**src/rtl/sc_pkg.sv**
```systemverilog
// Shared types and default constants for the stochastic window controller.
package sc_pkg;

   // Width of one SNG lane operand.
   localparam int LANE_W = 4;

   // Default window configuration.
   localparam int SC_LANES   = 4;
   localparam int SC_WIN_LEN = 16;
   localparam int SC_LAT     = 2;
   localparam int SC_CNT_W   = 5;

   // Width of the bit index and of the start-to-stream wait counter.
   localparam int IDX_W  = 4;
   localparam int WAIT_W = 3;

   // Controller sequencing states.
   typedef enum logic [1:0] {
      IDLE = 2'd0,
      ARM  = 2'd1,
      RUN  = 2'd2,
      HOLD = 2'd3
   } state_t;

   // Smallest counter width able to hold a full window of ones.
   function automatic int cnt_width(input int win_len);
      int w;
      w = 1;
      while ((2 ** w) - 1 < win_len) w++;
      return w;
   endfunction

endpackage

```
**src/rtl/sc_bit_counter.sv**
```systemverilog
// Ones-counter for the stochastic product stream, with synchronous clear.
module sc_bit_counter
   import sc_pkg::*;
#(
   parameter int CNT_W = SC_CNT_W
) (
   input  logic             clk,
   input  logic             rst,
   input  logic             clear,
   input  logic             enable,
   input  logic             bit_in,
   output logic [CNT_W-1:0] count
);

   // Zero-extended increment so the add stays at the counter width.
   logic [CNT_W-1:0] inc;
   assign inc = {{(CNT_W-1){1'b0}}, bit_in};

   // Clear wins over counting; the counter is sized so it can never wrap.
   // NOTE: sequential state uses non-blocking assignments so every register
   // samples the pre-edge values, independent of statement order.
   always_ff @(posedge clk or posedge rst) begin
      if (rst) begin
         count <= '0;
      end else if (clear) begin
         count <= '0;
      end else if (enable) begin
         count <= count + inc;
      end
   end

endmodule

```
**src/rtl/sng_window_ctrl.sv**
```systemverilog
// Sequences a bank of SNG lanes through one stochastic window: accepts an
// operand vector, pulses start, counts the returned product bits over the
// window and hands the ones-count back over a result handshake.
module sng_window_ctrl
   import sc_pkg::*;
#(
   parameter int LANES   = SC_LANES,
   parameter int WIN_LEN = SC_WIN_LEN,
   parameter int LAT     = SC_LAT,
   parameter int CNT_W   = SC_CNT_W
) (
   input  logic                      i_clk_swc,
   input  logic                      i_rst_swc,
   input  logic                      i_req_valid,
   output logic                      o_req_ready,
   input  logic [LANES*LANE_W-1:0]   i_req_data,
   input  logic                      i_abort,
   output logic [LANES*LANE_W-1:0]   o_sng_data,
   output logic                      o_sng_start,
   output logic                      o_sng_stop,
   input  logic                      i_sc_bit,
   output logic                      o_win_active,
   output logic [IDX_W-1:0]          o_bit_idx,
   output logic                      o_res_valid,
   input  logic                      i_res_ready,
   output logic [CNT_W-1:0]          o_res_count,
   output logic                      o_res_aborted
);

   localparam logic [IDX_W-1:0]  LAST_IDX = IDX_W'(WIN_LEN - 1);
   localparam logic [WAIT_W-1:0] LAT_LOAD = WAIT_W'(LAT);

   state_t            state_q;
   logic [WAIT_W-1:0] wait_q;

   logic accept;
   logic abort_hit;
   logic cnt_clear;
   logic cnt_en;

   // Request acceptance and abort qualification; abort only matters while
   // the lanes are armed or streaming.
   assign o_req_ready = (state_q == IDLE);
   assign accept      = i_req_valid && o_req_ready;
   assign abort_hit   = i_abort && ((state_q == ARM) || (state_q == RUN));

   // The count restarts on acceptance and only takes bits from non-aborted
   // RUN edges, so the abort-cycle bit is excluded.
   assign cnt_clear = accept;
   assign cnt_en    = (state_q == RUN) && !i_abort;

   sc_bit_counter #(
      .CNT_W (CNT_W)
   ) u_counter (
      .clk    (i_clk_swc),
      .rst    (i_rst_swc),
      .clear  (cnt_clear),
      .enable (cnt_en),
      .bit_in (i_sc_bit),
      .count  (o_res_count)
   );

   // Window FSM with registered pulse, index and result outputs.
   // NOTE: the reset is asynchronous, so a mid-window reset drops every
   // output at once without waiting for a clock edge and issues no stop.
   always_ff @(posedge i_clk_swc or posedge i_rst_swc) begin
      if (i_rst_swc) begin
         state_q       <= IDLE;
         wait_q        <= '0;
         o_sng_data    <= '0;
         o_sng_start   <= 1'b0;
         o_sng_stop    <= 1'b0;
         o_win_active  <= 1'b0;
         o_bit_idx     <= '0;
         o_res_valid   <= 1'b0;
         o_res_aborted <= 1'b0;
      end else begin
         // Start and stop are single-cycle pulses unless re-armed below.
         o_sng_start <= 1'b0;
         o_sng_stop  <= 1'b0;

         if (abort_hit) begin
            // Abort beats every other event, including the final sample.
            o_sng_stop    <= 1'b1;
            o_res_aborted <= 1'b1;
            o_res_valid   <= 1'b1;
            o_win_active  <= 1'b0;
            o_bit_idx     <= '0;
            state_q       <= HOLD;
         end else begin
            unique case (state_q)
               IDLE: begin
                  if (accept) begin
                     o_sng_data    <= i_req_data;
                     o_res_aborted <= 1'b0;
                     o_sng_start   <= 1'b1;
                     o_bit_idx     <= '0;
                     wait_q        <= LAT_LOAD;
                     if (LAT == 0) begin
                        o_win_active <= 1'b1;
                        state_q      <= RUN;
                     end else begin
                        state_q <= ARM;
                     end
                  end
               end

               ARM: begin
                  // The last wait tick lands on edge E(LAT), where RUN begins.
                  if (wait_q <= WAIT_W'(1)) begin
                     wait_q       <= '0;
                     o_win_active <= 1'b1;
                     state_q      <= RUN;
                  end else begin
                     wait_q <= wait_q - WAIT_W'(1);
                  end
               end

               RUN: begin
                  if (o_bit_idx == LAST_IDX) begin
                     o_bit_idx    <= '0;
                     o_win_active <= 1'b0;
                     o_res_valid  <= 1'b1;
                     state_q      <= HOLD;
                  end else begin
                     o_bit_idx <= o_bit_idx + IDX_W'(1);
                  end
               end

               HOLD: begin
                  // Result holds until consumed; no new request this edge.
                  if (i_res_ready) begin
                     o_res_valid <= 1'b0;
                     state_q     <= IDLE;
                  end
               end

               default: begin
                  state_q <= IDLE;
               end
            endcase
         end
      end
   end

endmodule

```
**config.mk**
```make
export PLATFORM = sky130hd
export DESIGN_NAME = sng_window_ctrl
export DESIGN_NICKNAME = d
export VERILOG_FILES = /design/src/rtl/sc_pkg.sv /design/src/rtl/sc_bit_counter.sv /design/src/rtl/sng_window_ctrl.sv
export SDC_FILE = /design/constraint.sdc
export NUM_CORES = 1
export LEC_CHECK = 0
export BUFFER_PORTS_ARGS = -buffer_cell sky130_fd_sc_hd__buf_2
export CORE_MARGIN = 1.5
export CORE_UTILIZATION = 44
export CTS_CLUSTER_DIAMETER = 100
export DETAILED_ROUTE_END_ITERATION = 6
export GPL_ROUTABILITY_DRIVEN = 0
export GPL_TIMING_DRIVEN = 0
export PLACE_DENSITY = 0.8
export SLEW_MARGIN = 0
export SYNTH_ARGS = -nofsm -noshare
export SYNTH_HDL_FRONTEND = slang
export SYNTH_SLANG_ARGS = --single-unit
```
**constraint.sdc**
```tcl
create_clock -name i_clk_swc -period 1.8 [get_ports i_clk_swc]
set_input_delay 0 -clock i_clk_swc [delete_from_list [all_inputs] [get_ports i_clk_swc]]
set_output_delay 0 -clock i_clk_swc [all_outputs]
set_load 0.005 [all_outputs]
```
# Word level (Yosys, flattened, before mapping)
# Cells that the tools add are included.
word_totals:
  reg_bits: 35
  output_inout_bits: 31
  elab_cells: 74
  input_bits: 22
op_classes:
  reduce_logical: 20
  muxes: 30
  add_sub_neg: 3
  eq_ne: 9
  order_cmp: 1
  bitwise: 1
ops:
  columns: ["op", "count"]
  rows:
  - ["1-bit 2-to-1 mux", 13]
  - ["4-bit 2-to-1 mux", 3]
  - ["3-bit AND reduction", 4]
  - ["2-bit 2-to-1 mux", 5]
  - ["5-bit 2-to-1 mux", 2]
  - ["3-bit nonzero test", 3]
  - ["2-bit case mux with 4 select lines", 1]
  - ["4-bit case mux with 2 select lines", 1]
  - ["2-bit nonzero test", 4]
  - ["3-bit 2-to-1 mux", 2]
  - ["3-bit by 2-bit != test with 1-bit output (second input constant)", 2]
  - ["3-bit case mux with 2 select lines", 1]
  - ["5-bit by 1-bit adder with 5-bit output", 1]
  - ["4-bit by 1-bit adder with 4-bit output (second input constant)", 1]
  - ["2-bit equality test (second input constant)", 2]
  - ["4-bit equality test (second input constant)", 1]
  - ["1-bit case mux with 2 select lines", 2]
  - ["2-bit AND reduction", 2]
  - ["4-bit AND reduction", 1]
  - ["3-bit by 1-bit less-or-equal comparator with 1-bit output (second input constant)", 1]
  - ["1-bit logical AND", 3]
  - ["3-bit by 1-bit != test with 1-bit output (second input constant)", 1]
  - ["3-bit != test (second input constant)", 1]
  - ["3-bit by 1-bit subtractor with 3-bit output (second input constant)", 1]
  - ["other kinds (6)", 6]

# Depth between registers and ports, before layout
depth:
  depth_word: 5
  ltp_mapped: 7
  depth_no_buf: 7

# Cells and area by module
# Synthesis repeated with hierarchy kept, for this count alone.
hier_totals:
  cells_unflattened: 142
  hier_area_um2: 1750.4
modules_own_cells:
  columns: ["mod", "cells_per_inst", "n_inst", "seq_area_each_um2", "area_each_um2"]
  rows:
  - ["sng_window_ctrl", 118, 1, 750.7, 1466.4]
  - ["sc_bit_counter", 24, 1, 125.1, 284.0]

# Least setup slack after synthesis
# No wires, ideal clock.
synth_timing:
  path_kind: "reg2reg"
  from: "register state_q[0]"
  to: "register o_sng_data[0]"
  setup_slack_ns: 0.144
  t_arrival_ns: 1.531
  required_ns: 1.675
  period_less_slack_ns: 1.656
  path_stages_with_launch: 8
  path_buffers: 2
  setup_ns: 0.125
  path_cell_list: "dfrtp_1 inv_1 ha_1 and2_1 buf_6 nand2_4 buf_6 mux2_4"
synth_via:
  word_cells_on_any_way: 8
  classes_between: "eq/ne (2); bitwise (1); reduce/logical (5)"
synth_rtl:
  columns: ["element", "line", "text"]
  rows:
  - ["start, declared", "sng_window_ctrl.sv:33", "state_t state_q;"]
  - ["start signal, assigned", "sng_window_ctrl.sv:68", "state_q <= IDLE;"]
  - ["start signal, assigned", "sng_window_ctrl.sv:89", "state_q <= HOLD;"]
  - ["start signal, assigned", "sng_window_ctrl.sv:101", "state_q <= RUN;"]
  - ["2-bit zero test *", "sng_window_ctrl.sv:43", "assign o_req_ready = (state_q == IDLE);"]
  - ["via o_req_ready", "sng_window_ctrl.sv:15", "output logic o_req_ready,"]
  - ["1-bit logical AND", "sng_window_ctrl.sv:44", "assign accept = i_req_valid && o_req_ready;"]
  - ["3-bit AND reduction (no line) *", null, null]
  - ["end signal, assigned", "sng_window_ctrl.sv:94", "o_sng_data <= i_req_data;"]
  - ["end, declared", "sng_window_ctrl.sv:18", "output logic [LANES*LANE_W-1:0] o_sng_data,"]
# Mark *: on every way through the listed nets, which the timed path passes. The rest lies on a longest branch.
# A chain may end at the register's enable or synchronous reset.

# Final worst setup path
layout_timing:
  from: "register state_q[0]"
  to: "register o_sng_data[8]"
layout_via:
  elab_chain_len: 5
  word_cells_on_any_way: 8
  classes_between: "eq/ne (2); bitwise (1); reduce/logical (5)"
layout_lines:
  columns: ["element", "line", "text"]
  rows:
  - ["2-bit by 1-bit equality test with 1-bit output / 2-bit equality test (equally long branches)", "sng_window_ctrl.sv:45", "assign abort_hit = i_abort && ((state_q == ARM) || (state_q == RUN));"]
  - ["1-bit logical OR", "sng_window_ctrl.sv:45", null]
  - ["1-bit logical AND", "sng_window_ctrl.sv:45", null]
  - ["1-bit inverter (no line)", null, null]
  - ["3-bit AND reduction (no line) *", null, null]
# Mark *: on every way between the ends. The rest lies on a longest branch, timed or not.

==> impl_metrics.csv <==
group,metric,value,unit
setup_path,regToRegSetupSlack,0.08,ns
placement,dp_hpwl,2412,um
sta,fin_worst_skew,0.007578,ns
synth,avgSynthCellArea,12.16,um^2
sta,rsz0062_at_grt,"true",
synth,synth_area,0.001703,mm^2
global_route,top_usage_layer,"met2",
synth,yosysTopAreaCell,"dfrtp_1",
synth,synth_cells,140,
layout,nFillCells,320,
setup_path,end_kind,"register",
global_route,use_met3,0.05822,
clock_tree,postCtsSetupBuffers,0,
global_route,globalRouteMet2Util,0.3163,
layout,syn2layout_area_growth,37.91,%
power,power_frac_comb,0.419,
synth,synth_ff_type,"dfrtp_1",
route,drt-initial-drc-count,53,
setup_path,cp.required,1.97,ns
placement,io_buffers,52,
layout,nNetsFinal,249,
setup_path,arrival,1.88,ns
clock_tree,cts_buffer_depth,2,
power,power.total,3.668,mW
synth,yosysWarnings,0,
status,outcome,"finished, final reports clean",
sta,worst_slew_pin_slew,0.7224,ns
global_route,met1_usage,0.2113,
clock_tree,cts.sinks,35,
layout,final_cell_mix,"buf_2, dfrtp_1, dlygate4sd3_1, nor2_1",
clock_tree,ctsHtreeMaxLevel,2,
power,power.internal,2.459,mW
worst_hold_path,hold_class,"primary input to register",
power,ir_drop,0.0007907,V
synth,synth_seq_cells,35,
route,drt-pass1-iter-count,4,
route,wl_per_cell,13.10,um
synth,synth-compound-area-share,0.08082,
synth,muxShareOfSynthArea,0.1690,
floorplanning,core,0.003689,mm^2
synth,synth-edff-count,0,
sta,fmax,582.7,MHz
synth,synth_nets,172,
route,totalWireLength,3484,um
floorplanning,die_y,65.21,um
sta,tns,0,ns
synth,async_flop_share,1.000,
power,p_seq_frac,0.354,
sta,slew_headroom,0.5177,
layout,num_antenna_cells,0,
synth,ys_seq_area_frac,0.5143,
global_route,overflow,0,
clock_tree,path_clk_slew,0.07,ns
setup_path,start_kind,"register",
synth,synthSimpleGateAreaFrac,0.1095,
clock_tree,cts_tree,"yes",
placement,dp.cells,240,
setup_path,crit_type,"register to register",
layout,drive_above_1_share,0.3945,
global_route,grtUsageTotal,0.1822,
route,num_vias,1280,
floorplanning,die_area,0.004252,mm^2
floorplanning,fp.dieW,65.21,um
clock_tree,clockRootBuffer,"clkbuf_8",
sta,report.final.slew_viol_count,0,
floorplanning,ios,53,
layout,stdcell_count,266,
floorplanning,rows,22,
route,routed_via_density,4.812,
floorplanning,initial_utilization,0.4617,
sta,period_needed,1.716,ns
flow_run,max_cap_violations,0,
global_route,grt_pass1_wl,5934,um
power,switching_share,0.3294,
global_route,grt_max_degree,36,
synth,synthTopCellsByArea,"dfrtp_1, mux2_4, ha_1",
synth,synth_top_family_by_area,"multiplexers",
synth,synth_fa_ha_area_frac,0.07348,
global_route,antenna_found_initial,0,
sta,setup_ws,0.08376,ns
power,p_leak,1.252,nW
synth,synth_cell_type_count,29,
placement,dp_worst_setup_slack,0.01313,ns
sta,fin_crit_sh,0.9535,
global_route,grt_pass1_vias,1356,
route,drc,0,
setup_path,crit_fanout,10,
power,p_clk_frac,0.227,
clock_tree,cts_buffers,5,
clock_tree,clk_latency,0.29,ns
power,p_sw,1.208,mW
sta,hold_viol,0,
route,antenna_left,0,
power,power_density,1562,mW/mm^2
synth,netlist.area_leader.share,0.5143,
synth,synth_xor_area_frac,0.01543,
layout,final_common_cell,"buf_2",
sta,setup_viol,0,
worst max-delay path, cell delays in order, from the launching register on:
cell and delay [ns]:
dfrtp_1 0.40, inv_1 0.13, ha_2 0.24, and2_1 0.15
buf_6 0.13, nand2_4 0.09, buf_8 0.17, mux2_4 0.29
Yosys cell counts (2+ instances only):
| cell | count |
|---|---|
| mux2i_1 | 7 |
| dfrtp_1 | 35 |
| ha_1 | 10 |
| buf_6 | 2 |
| mux2_2 | 6 |
| nand3_1 | 3 |
| xor2_1 | 3 |
| a21oi_1 | 3 |
| nor2b_1 | 3 |
| nand2b_1 | 5 |
| inv_1 | 11 |
| nand2_1 | 6 |
| mux2_4 | 10 |
| o2bb2ai_1 | 2 |
| o21ai_0 | 8 |
| nand4_1 | 3 |
| nor2_1 | 11 |
area by class of cell:
class                           instances  area [um^2]  area share
Tap cell                               48        60.06     0.02557
Sequential cell                        35        875.8      0.3729
Multi-Input combinational cell         92        768.2      0.3271
Clock inverter                          3        67.56     0.02877
Timing Repair Buffer                   70        440.4      0.1875
Clock buffer                            5        68.82     0.02930
Buffer                                  2        26.28     0.01119
Inverter                               11        41.29     0.01758
per-stage QoR:
stage | area, um^2 | utilization | hold WS (ns)
3_5_place_dp | 2023 | 0.5485 | 0.2354
4_1_cts | 2330 | 0.6316 | 0.04085
3_3_place_gp | 2023 | 0.5485 | 0.2313
6_report | 2349 | 0.6367 | 0.05068
5_1_grt | 2349 | 0.6367 | 0.04952
2_1_floorplan | 1703 | - | 0.1089
sequential cells by signal, indices dropped and copies added (netlist names), 2 cells and up:
register and count:
o_sng_data 16, u_counter.count 5, o_bit_idx 4, wait_q 3, state_q 2
path summary, 6_finish.rpt:
path / start / to / depth (start not counted)
min in group asynchronous: i_rst_swc / o_sng_data[9] / 3
max in group asynchronous: i_rst_swc / wait_q[2] / 3
hold reg to reg: o_res_aborted / o_res_aborted / 2
setup reg to reg: state_q[0] / o_sng_data[8] / 7
setup / recovery: state_q[0] / o_sng_data[8] / 7
hold / removal: i_req_valid / o_sng_start / 3
per-layer routing:
metal	routed length, um	vias up	part of all wire
li1	-	630	-
met1	1483	606	0.43
met2	1788	37	0.51
met3	169	7	0.049
met4	44	0	0.013
met5	0	-	0
repair_timing:
action	CTS	global route
hold endpoints to repair	17	35
gates resized for setup	0	3
setup endpoints to repair	0	16
hold buffers	17	1
cell families (layout without fill, tap and decap cells):
family	after synthesis	in the layout
xor+xnor	3	3
fa+ha+maj	10	10
flops	35	35
simple gates	36	36
buf+inv	13	91
mux	23	23
compound gates	20	20
power by group through the flow:
stage | sequential [mW] | combinational (mW) | clock [mW]
final | 1.30 | 1.54 | 0.832
after global routing | 1.35 | 1.72 | 0.895
after CTS | 1.30 | 1.53 | 0.856
after detailed placement | 1.30 | 1.51 | 0
after global placement | 1.29 | 1.46 | 0
after floorplan | 1.31 | 0.986 | 0
(Power assumes the default switching activity.)
